[src/rtl/instr_decode_fifo.sv]
// Instruction decoder with a DEPTH-entry FIFO. Words are split into A/C-instruction
// fields when they are pushed. The head entry is presented over a valid/ready port.
module instr_decode_fifo #(
    parameter int DW    = 16,
    parameter int DEPTH = 4,
    parameter int CNTW  = 8
) (
    input  logic                       clk,
    input  logic                       rst,
    input  logic                       flush,
    input  logic [DW-1:0]              in_instr,
    input  logic                       in_valid,
    output logic                       in_ready,
    output logic                       out_valid,
    input  logic                       out_ready,
    output logic [DW-1:0]              instr_v,
    output logic                       instr_type,
    output logic                       cmd_a,
    output logic [5:0]                 cmd_c,
    output logic [2:0]                 cmd_d,
    output logic [2:0]                 cmd_j,
    output logic                       illegal,
    output logic [$clog2(DEPTH):0]     fill,
    output logic [CNTW-1:0]            illegal_cnt
);
    localparam int AW = $clog2(DEPTH);
    localparam int FW = AW + 1;
    // Entry layout: {illegal, instr[12:0] (a,c,d,j), type, raw word}
    localparam int EW = DW + 15;

    // Handshakes: a transfer happens on a rising edge where valid && ready are both high.
    // valid must not depend on ready. in_ready and out_valid come only from the fill register.
    logic [EW-1:0] mem [DEPTH];
    logic [AW-1:0] wr_ptr;
    logic [AW-1:0] rd_ptr;
    logic          push;
    logic          pop;
    logic          dec_type;
    logic          dec_ill;
    logic [EW-1:0] dec_entry;
    logic [EW-1:0] head;

    assign in_ready  = (fill < FW'(DEPTH));
    assign out_valid = (fill != '0);
    assign push      = in_valid && in_ready && !flush;
    assign pop       = out_valid && out_ready && !flush;

    assign dec_type  = in_instr[DW-1];
    assign dec_ill   = dec_type && !(&in_instr[DW-2:13]);
    assign dec_entry = dec_type ? {dec_ill, in_instr[12:0], 1'b1, in_instr}
                                : {15'b0, in_instr};

    // An empty FIFO presents all-zero head fields, whatever the storage holds.
    assign head       = out_valid ? mem[rd_ptr] : '0;
    assign instr_v    = head[DW-1:0];
    assign instr_type = head[DW];
    assign cmd_j      = head[DW+3:DW+1];
    assign cmd_d      = head[DW+6:DW+4];
    assign cmd_c      = head[DW+12:DW+7];
    assign cmd_a      = head[DW+13];
    assign illegal    = head[DW+14];

    always_ff @(posedge clk) begin
        if (push) begin
            mem[wr_ptr] <= dec_entry;
        end
    end

    always_ff @(posedge clk or posedge rst) begin
        if (rst) begin
            wr_ptr      <= '0;
            rd_ptr      <= '0;
            fill        <= '0;
            illegal_cnt <= '0;
        end else if (flush) begin
            wr_ptr <= '0;
            rd_ptr <= '0;
            fill   <= '0;
        end else begin
            if (push) begin
                wr_ptr <= wr_ptr + AW'(1);
            end
            if (pop) begin
                rd_ptr <= rd_ptr + AW'(1);
            end
            if (push && !pop) begin
                fill <= fill + FW'(1);
            end else if (pop && !push) begin
                fill <= fill - FW'(1);
            end
            if (push && dec_ill && (illegal_cnt != '1)) begin
                illegal_cnt <= illegal_cnt + CNTW'(1);
            end
        end
    end
endmodule
[config.mk]
export PLATFORM = sky130hd
export DESIGN_NAME = instr_decode_fifo
export DESIGN_NICKNAME = d
export VERILOG_FILES = /design/src/rtl/instr_decode_fifo.sv
export SDC_FILE = /design/constraint.sdc
export NUM_CORES = 1
export LEC_CHECK = 0
export ABC_AREA = 1
export ABC_CLOCK_PERIOD_IN_PS = 2200
export CORE_ASPECT_RATIO = 1.5
export CORE_MARGIN = 1
export CORE_UTILIZATION = 50
export CTS_CLUSTER_DIAMETER = 60
export CTS_CLUSTER_SIZE = 30
export DETAILED_ROUTE_END_ITERATION = 6
export HOLD_SLACK_MARGIN = 0.03
export PLACE_DENSITY = 0.74
export RECOVER_POWER = 25
export SLEW_MARGIN = 20
export SYNTH_ARGS = -nofsm -noshare
export SYNTH_HDL_FRONTEND = slang
export SYNTH_SLANG_ARGS = --single-unit
[constraint.sdc]
create_clock -name clk -period 2.2 [get_ports clk]
set_input_delay 0.44 -clock clk [delete_from_list [all_inputs] [get_ports clk]]
set_output_delay 0.44 -clock clk [all_outputs]
set_load 0.02 [all_outputs]
==> flow_metrics.py, run 1 <==
metrics = {
    "critical_path": {
        "path_cells": "buf_12, clkbuf_16, buf_4, nor2_1, nor2_1, o21ai_1, a21oi_1, buf_2",
        "cp_slowest_stage_delay_ps": 480,
        "regToRegSetupSlack_ps": 400,
        "path_max_fanout": 5,
        "cpMaxStageDelayCell": "dfrtp_2",
        "required_ps": 1760,
        "path_buf_inv": 4,
        "cpMostUsedCell": "nor2_1",
        "crit_family": "buffers and inverters",
        "crit_path_start_kind": "flop",
        "crit_arrival_ps": 1790,
        "critical_path_class": "flop to primary output",
        "cp-end-kind": "primary output",
    },
    "placement": {
        "place_hpwl_mm": 7.82,
        "postPlaceCellArea_sq_mm": 0.00668,
        "portBuffers": 64,
        "gp_routability_congestion": 0.756,
    },
    "layout": {
        "layout-drive-gt1-share": 0.200,
        "fill_cells": 831,
        "fin_nets": 610,
        "diodes": 0,
        "final_area_sq_mm": 0.00741,
        "area_delta_synth_final_pct": 30.2,
    },
    "timing": {
        "maxSlewViolCount": 0,
        "setup_ws_ps": -25.1,
        "hold_viol": 0,
        "tightest_slew_ps": 639,
        "rsz0062_at_grt": "true",
        "finClkSkew_ps": 4.48,
        "min_period_over_period": 1.01,
        "layout_min_cycle_time_ps": 2230,
        "slew_headroom": 0.574,
        "hold_slack_ps": 553,
        "fmax_mhz": 449,
        "finalSetupViolations": 2,
    },
    "clock_network": {
        "cts_buffers": 17,
        "cts_tree": "built",
        "clkSinkCount": 135,
        "clock-root-buffer": "clkbuf_16",
        "worstSkewPairLatency_ps": 420,
        "htree_num_levels": 4,
        "clockBufferDepth": 2,
        "clkTransAtPathRegs_ps": 60,
    },
    "synthesis": {
        "synth_top_family_by_area": "simple AND/OR/NAND/NOR gates",
        "ys_seq_elements": 135,
        "syn_inst": 496,
        "avgSynthCellArea_sq_um": 11.5,
        "synth_mux_area_frac": 0,
        "synth_simple_gate_area_frac": 0.140,
        "yosysMostFrequentCell": "nor2_1",
        "synth-seq-area-share": 0.699,
        "syn_nets": 523,
        "synthTopCellsByCount": "129 x nor2_1, 120 x edfxtp_1, 56 x o21ai_0",
        "synth_xor_area_frac": 0.0108,
        "ys_async_sr_fraction": 0.111,
        "synth-adder-area-share": 0.0145,
        "synthFlopType": "edfxtp_1",
        "mappedNetlistArea_sq_mm": 0.00570,
        "synth-edff-count": 120,
        "synth_compound_area_frac": 0.0909,
        "ys_types": 31,
        "synth_top_cell_by_area": "edfxtp_1",
        "synth_warnings": 0,
        "synth.area.top_cells": "edfxtp_1 63%, nor2_1 8.5%, dfrtp_1 6.6%",
        "yosysTopAreaCellShare": 0.633,
    },
    "drt": {
        "via_per_inst": 5.38,
        "post_drt_wl_per_cell_um": 17.4,
        "dr.pass1.iters": 5,
        "drc_errors": 0,
        "num_vias": 3996,
        "wirelength_mm": 12.9,
        "drtIter0Drc": 301,
        "ant_nets": 0,
    },
    "floorplanning": {
        "die_y_um": 133,
        "dieArea_sq_mm": 0.0118,
        "die_w_um": 89.1,
        "start_util": 0.515,
        "row_count": 47,
        "pin_count": 65,
        "core_area_sq_mm": 0.0111,
    },
    "global_route": {
        "grt_antenna_before_repair": 0,
        "grt_pass1_vias": 4214,
        "grt_pass1_wl_mm": 20.4,
        "grtUsageTotal": 0.241,
        "gr-total-overflow": 0,
        "grt_max_degree": 31,
    },
    "hold_path": {
        "hp-class": "flop to flop",
    },
    "outcome": {
        "violations": "setup timing",
        "status": "complete, but fails checks",
    },
    "power_and_ir_drop": {
        "p_leak_nw": 2.88,
        "power.share.sequential": 0.339,
        "p_sw_mw": 3.01,
        "vdd_ir_drop_max_v": 0.000856,
        "powerDensity_mw_per_mm2": 1230,
        "p_sw_frac": 0.329,
        "internal_power_mw": 6.14,
        "combPwrFrac": 0.336,
        "pwr-share-clk": 0.325,
    },
    "flow_run": {
        "cap_violations": 0,
    },
}
## cells in the final DEF (no fill, tap or decap), types with 16 or more instances in the layout
master,n
clkdlybuf4s50_1,16
clkbuf_16,18
dlygate4sd3_1,16
o21ai_0,35
nor2_1,122
nand2_1,48
edfxtp_1,120
inv_1,27
a21oi_1,27
o21ai_1,31
buf_4,35
## registers in the layout, summed over array words and instances, names as in the netlist
| register | flops |
|---|---|
| rd_ptr | 2 |
| mem | 120 |
| wr_ptr | 2 |
| illegal_cnt | 8 |
| fill | 3 |
## metrics by stage
stage / cells / TNS (ps) / utilization / total power, mW / setup slack (ps)
after floorplan: 496 / -51370 / - / 4.77 / -428
after global placement: 704 / 0 / 0.604 / 6.03 / 56.3
after detailed placement: 704 / 0 / 0.604 / 6.09 / 32.9
after CTS: 741 / -25.4 / 0.662 / 8.99 / -12.7
after global routing: 743 / -899 / 0.671 / 9.53 / -76.3
final: 743 / -40.6 / 0.671 / 9.15 / -25.1
## kinds of logic (layout without fill, tap and decap cells)
kind of cell | Yosys count | after routing
adders and majority gates | 6 | 6
DFF | 135 | 135
AOI/OAI and AO/OA | 100 | 100
xor gates and xnor gates | 7 | 7
buffers and inverters | 56 | 156
and+or+nand+nor | 192 | 192
## layer usage
layer | track usage | up-vias | wire length, um
met5 | 0 | - | 0
met2 | 0.429 | 144 | 7130
met1 | 0.252 | 1952 | 4620
li1 | - | 1866 | -
met3 | 0.0636 | 34 | 759
met4 | 0.123 | 0 | 439
## power by group through the flow
| stage | logic (mW) | registers, mW | clock network, mW |
|---|---|---|---|
| 6_report | 3.08 | 3.11 | 2.97 |
| 5_1_grt | 3.31 | 3.13 | 3.09 |
| 4_1_cts | 2.89 | 3.11 | 2.99 |
| 3_3_place_gp | 2.89 | 3.14 | 0 |
| 2_1_floorplan | 1.58 | 3.19 | 0 |
| 3_5_place_dp | 2.94 | 3.15 | 0 |
## area by class of cell
cell class | count | area, sq um | area share
multi-input combinational | 305 | 1500 | 0.202
clock inverter | 15 | 203 | 0.0273
timing repair buffer | 92 | 1000 | 0.135
tap | 147 | 184 | 0.0248
clock buffer | 17 | 425 | 0.0574
sequential | 135 | 3980 | 0.537
inverter | 32 | 125 | 0.0169
## path summary, 6_finish.rpt
check	startpoint	depth (start not counted)	end
worst min register to register	illegal_cnt[1]	2	illegal_cnt[1]
worst max-delay path	rd_ptr[0]	8	cmd_j[1]
max in group asynchronous	rst	2	rd_ptr[0]
min in group asynchronous	rst	2	illegal_cnt[0]
worst min-delay path	illegal_cnt[1]	2	illegal_cnt[1]
worst max register to register	fill[1]	10	fill[1]
## worst reg2reg max path, cell delays in order, from the launching register on
cell and delay [ps]:
dfrtp_1 400, nor2_1 170, nand2_2 70, buf_4 160, nand2_2 100, nand2_4 80
inv_1 70, fa_1 410, nor2_1 130, nand2_1 60, o21ai_1 80
## what timing repair did
action / CTS / global route
cloned: 3 / 1
hold endpoints to repair: 0 / 0
pin swaps: 4 / 5
gates resized for setup: 143 / 48
setup endpoints to repair: 32 / 29
hold buffers: 0 / 0
setup buffers: 2 / 1
Note: power is estimated with default switching activity, not from simulation.
==> inputs of run 2 (changes only) <==
--- a/config.mk
+++ b/config.mk
@@ -13,7 +13,7 @@
 export CTS_CLUSTER_DIAMETER = 60
 export CTS_CLUSTER_SIZE = 30
 export DETAILED_ROUTE_END_ITERATION = 6
-export HOLD_SLACK_MARGIN = 0.03
+export GPL_TIMING_DRIVEN = 0
 export PLACE_DENSITY = 0.74
 export RECOVER_POWER = 25
 export SLEW_MARGIN = 20
==> flow_metrics.py, run 2 (synthesis gave the netlist of run 1 again) <==
metrics = {
    "flow_run": {
        "cap_violations": 0,
    },
    "critical_path": {
        "regToRegSetupSlack_ps": 240,
        "required_ps": 1760,
        "crit_path_start_kind": "flop",
        "path_max_fanout": 10,
        "critical_path_class": "flop to primary output",
        "r2r-end": "mem[1][23]",
        "cp-end-kind": "primary output",
        "crit_arrival_ps": 1810,
        "regToRegStartpoint": "fill[2]",
        "rr_worst_depth": 6,
    },
    "power_and_ir_drop": {
        "vdd_ir_drop_max_v": 0.000933,
        "power.total_mw": 8.62,
        "powerDensity_mw_per_mm2": 1190,
        "p_leak_nw": 2.83,
    },
    "floorplanning": {
        "row_count": 47,
        "start_util": 0.515,
        "pin_count": 65,
        "die_w_um": 89.1,
        "core_area_sq_mm": 0.0111,
        "dieArea_sq_mm": 0.0118,
        "die_y_um": 133,
    },
    "layout": {
        "largest-register": "mem",
        "layout_common_cells": "123 x nor2_1, 120 x edfxtp_1, 54 x o21ai_0",
        "layout-drive-gt1-share": 0.180,
        "diodes": 0,
        "area_delta_synth_final_pct": 26.8,
        "final_cells": 746,
        "final_common_cell": "nor2_1",
        "fin_util": 0.653,
        "fin_nets": 613,
        "reg_top3": "mem (120), illegal_cnt (8), fill (3)",
        "largest_reg_flops": 120,
    },
    "global_route": {
        "gr-total-overflow": 0,
        "grt_pass1_vias": 4119,
        "grt_antenna_before_repair": 1,
        "grtUsageTotal": 0.237,
        "grt_max_degree": 19,
        "grt_pass1_wl_mm": 20.3,
    },
    "timing": {
        "layout_min_cycle_time_ps": 2250,
        "fmax_mhz": 444,
        "finClkSkew_ps": 5.52,
        "slew_headroom": 0.581,
        "min_period_over_period": 1.02,
        "finalSetupViolations": 6,
        "rsz0062_at_grt": "true",
        "setup_ws_ps": -54.6,
        "hold_viol": 0,
        "tightest_slew_ps": 627,
        "maxSlewViolCount": 0,
        "hold_slack_ps": 547,
    },
    "drt": {
        "dr.pass1.iters": 5,
        "drtIter0Drc": 244,
        "drc_errors": 0,
        "ant_nets": 0,
        "wirelength_mm": 12.8,
        "post_drt_wl_per_cell_um": 17.2,
        "via_per_inst": 5.33,
        "num_vias": 3973,
    },
    "clock_network": {
        "clkSinkCount": 135,
        "cts_buffers": 17,
        "clockBufferDepth": 2,
        "worstSkewPairLatency_ps": 410,
        "clkTransAtPathRegs_ps": 50,
        "clock-root-buffer": "clkbuf_16",
        "cts_tree": "built",
        "htree_num_levels": 4,
    },
    "placement": {
        "gp_routability_congestion": 0.742,
        "place_hpwl_mm": 8.38,
        "placed_cells": 711,
        "dp_slack_ps": -292,
        "portBuffers": 64,
    },
    "outcome": {
        "violations": "setup timing",
        "status": "complete, but fails checks",
    },
    "hold_path": {
        "hp-class": "primary input to asynchronous set/reset pin",
    },
}
[run 2: cell count changes in the layout (fill, tap and decap cells not counted), moves of 7 or more]
cell,previous run,this run
o21ai_0,35,54
clkbuf_1,0,7
buf_4,35,23
buf_2,4,17
o21ai_1,31,12
buf_12,11,0
[run 2: worst max path at each step]
stage | depth (start not counted) | start | to | slack [ps]
floorplan | 5 | fill[2] | mem[0][0] | -430
detailed placement | 5 | flush | mem[1][14] | -290
finish | 7 | rd_ptr[0] | instr_v[9] | -50
CTS | 7 | rd_ptr[0] | cmd_d[1] | -20
global route | 7 | rd_ptr[0] | cmd_d[1] | -110
global placement | 4 | flush | mem[1][18] | -1760
[run 2: critical path, cell delays in order, from the launching register on]
cell and delay, ps:
dfrtp_1 370, buf_6 170, buf_4 210, nor2_1 70, nor2_1 110, o21ai_0 100
a21oi_1 210, buf_4 180
[run 2: final cells by class]
| class | instances | area [sq um] |
|---|---|---|
| plain buffers | 24 | 213 |
| clock buffers | 27 | 503 |
| clock inverters | 5 | 48.8 |
| fillers | 847 | 3840 |
| inverters | 32 | 125 |
| multi-input cells | 305 | 1500 |
| flip-flops and latches | 135 | 3980 |
| well taps | 147 | 184 |
| repair buffers | 71 | 668 |
[run 2: metal layers]
metal	track usage	vias up	share of wire
li1	-	1873	-
met5	0	-	0.00078
met1	0.269	1919	0.39
met4	0.131	2	0.033
met2	0.402	144	0.53
met3	0.0543	35	0.046
[run 2: what timing repair did]
action	4_1_cts	5_1_grt
buffers inserted	1	2
pin swaps	4	8
cloned	0	0
gates resized for setup	136	38
endpoints found under the hold margin	0	0
hold buffers	0	0
setup endpoints to repair	31	31
[run 2: stage by stage]
step | setup TNS (ps) | instance area (sq um)
2_1_floorplan | -51370 | 5700
5_1_grt | -622 | 7220
3_5_place_dp | -24720 | 6660
3_3_place_gp | -206470 | 6520
4_1_cts | -56.5 | 7200
6_report | -150 | 7220
[run 2: report_power, final]
group / switching [mW] / internal [mW] / total, mW
Clock: 0.957 / 1.66 / 2.62
Sequential: 0.104 / 2.99 / 3.09
Combinational: 1.81 / 1.10 / 2.91
Total: 2.87 / 5.75 / 8.62
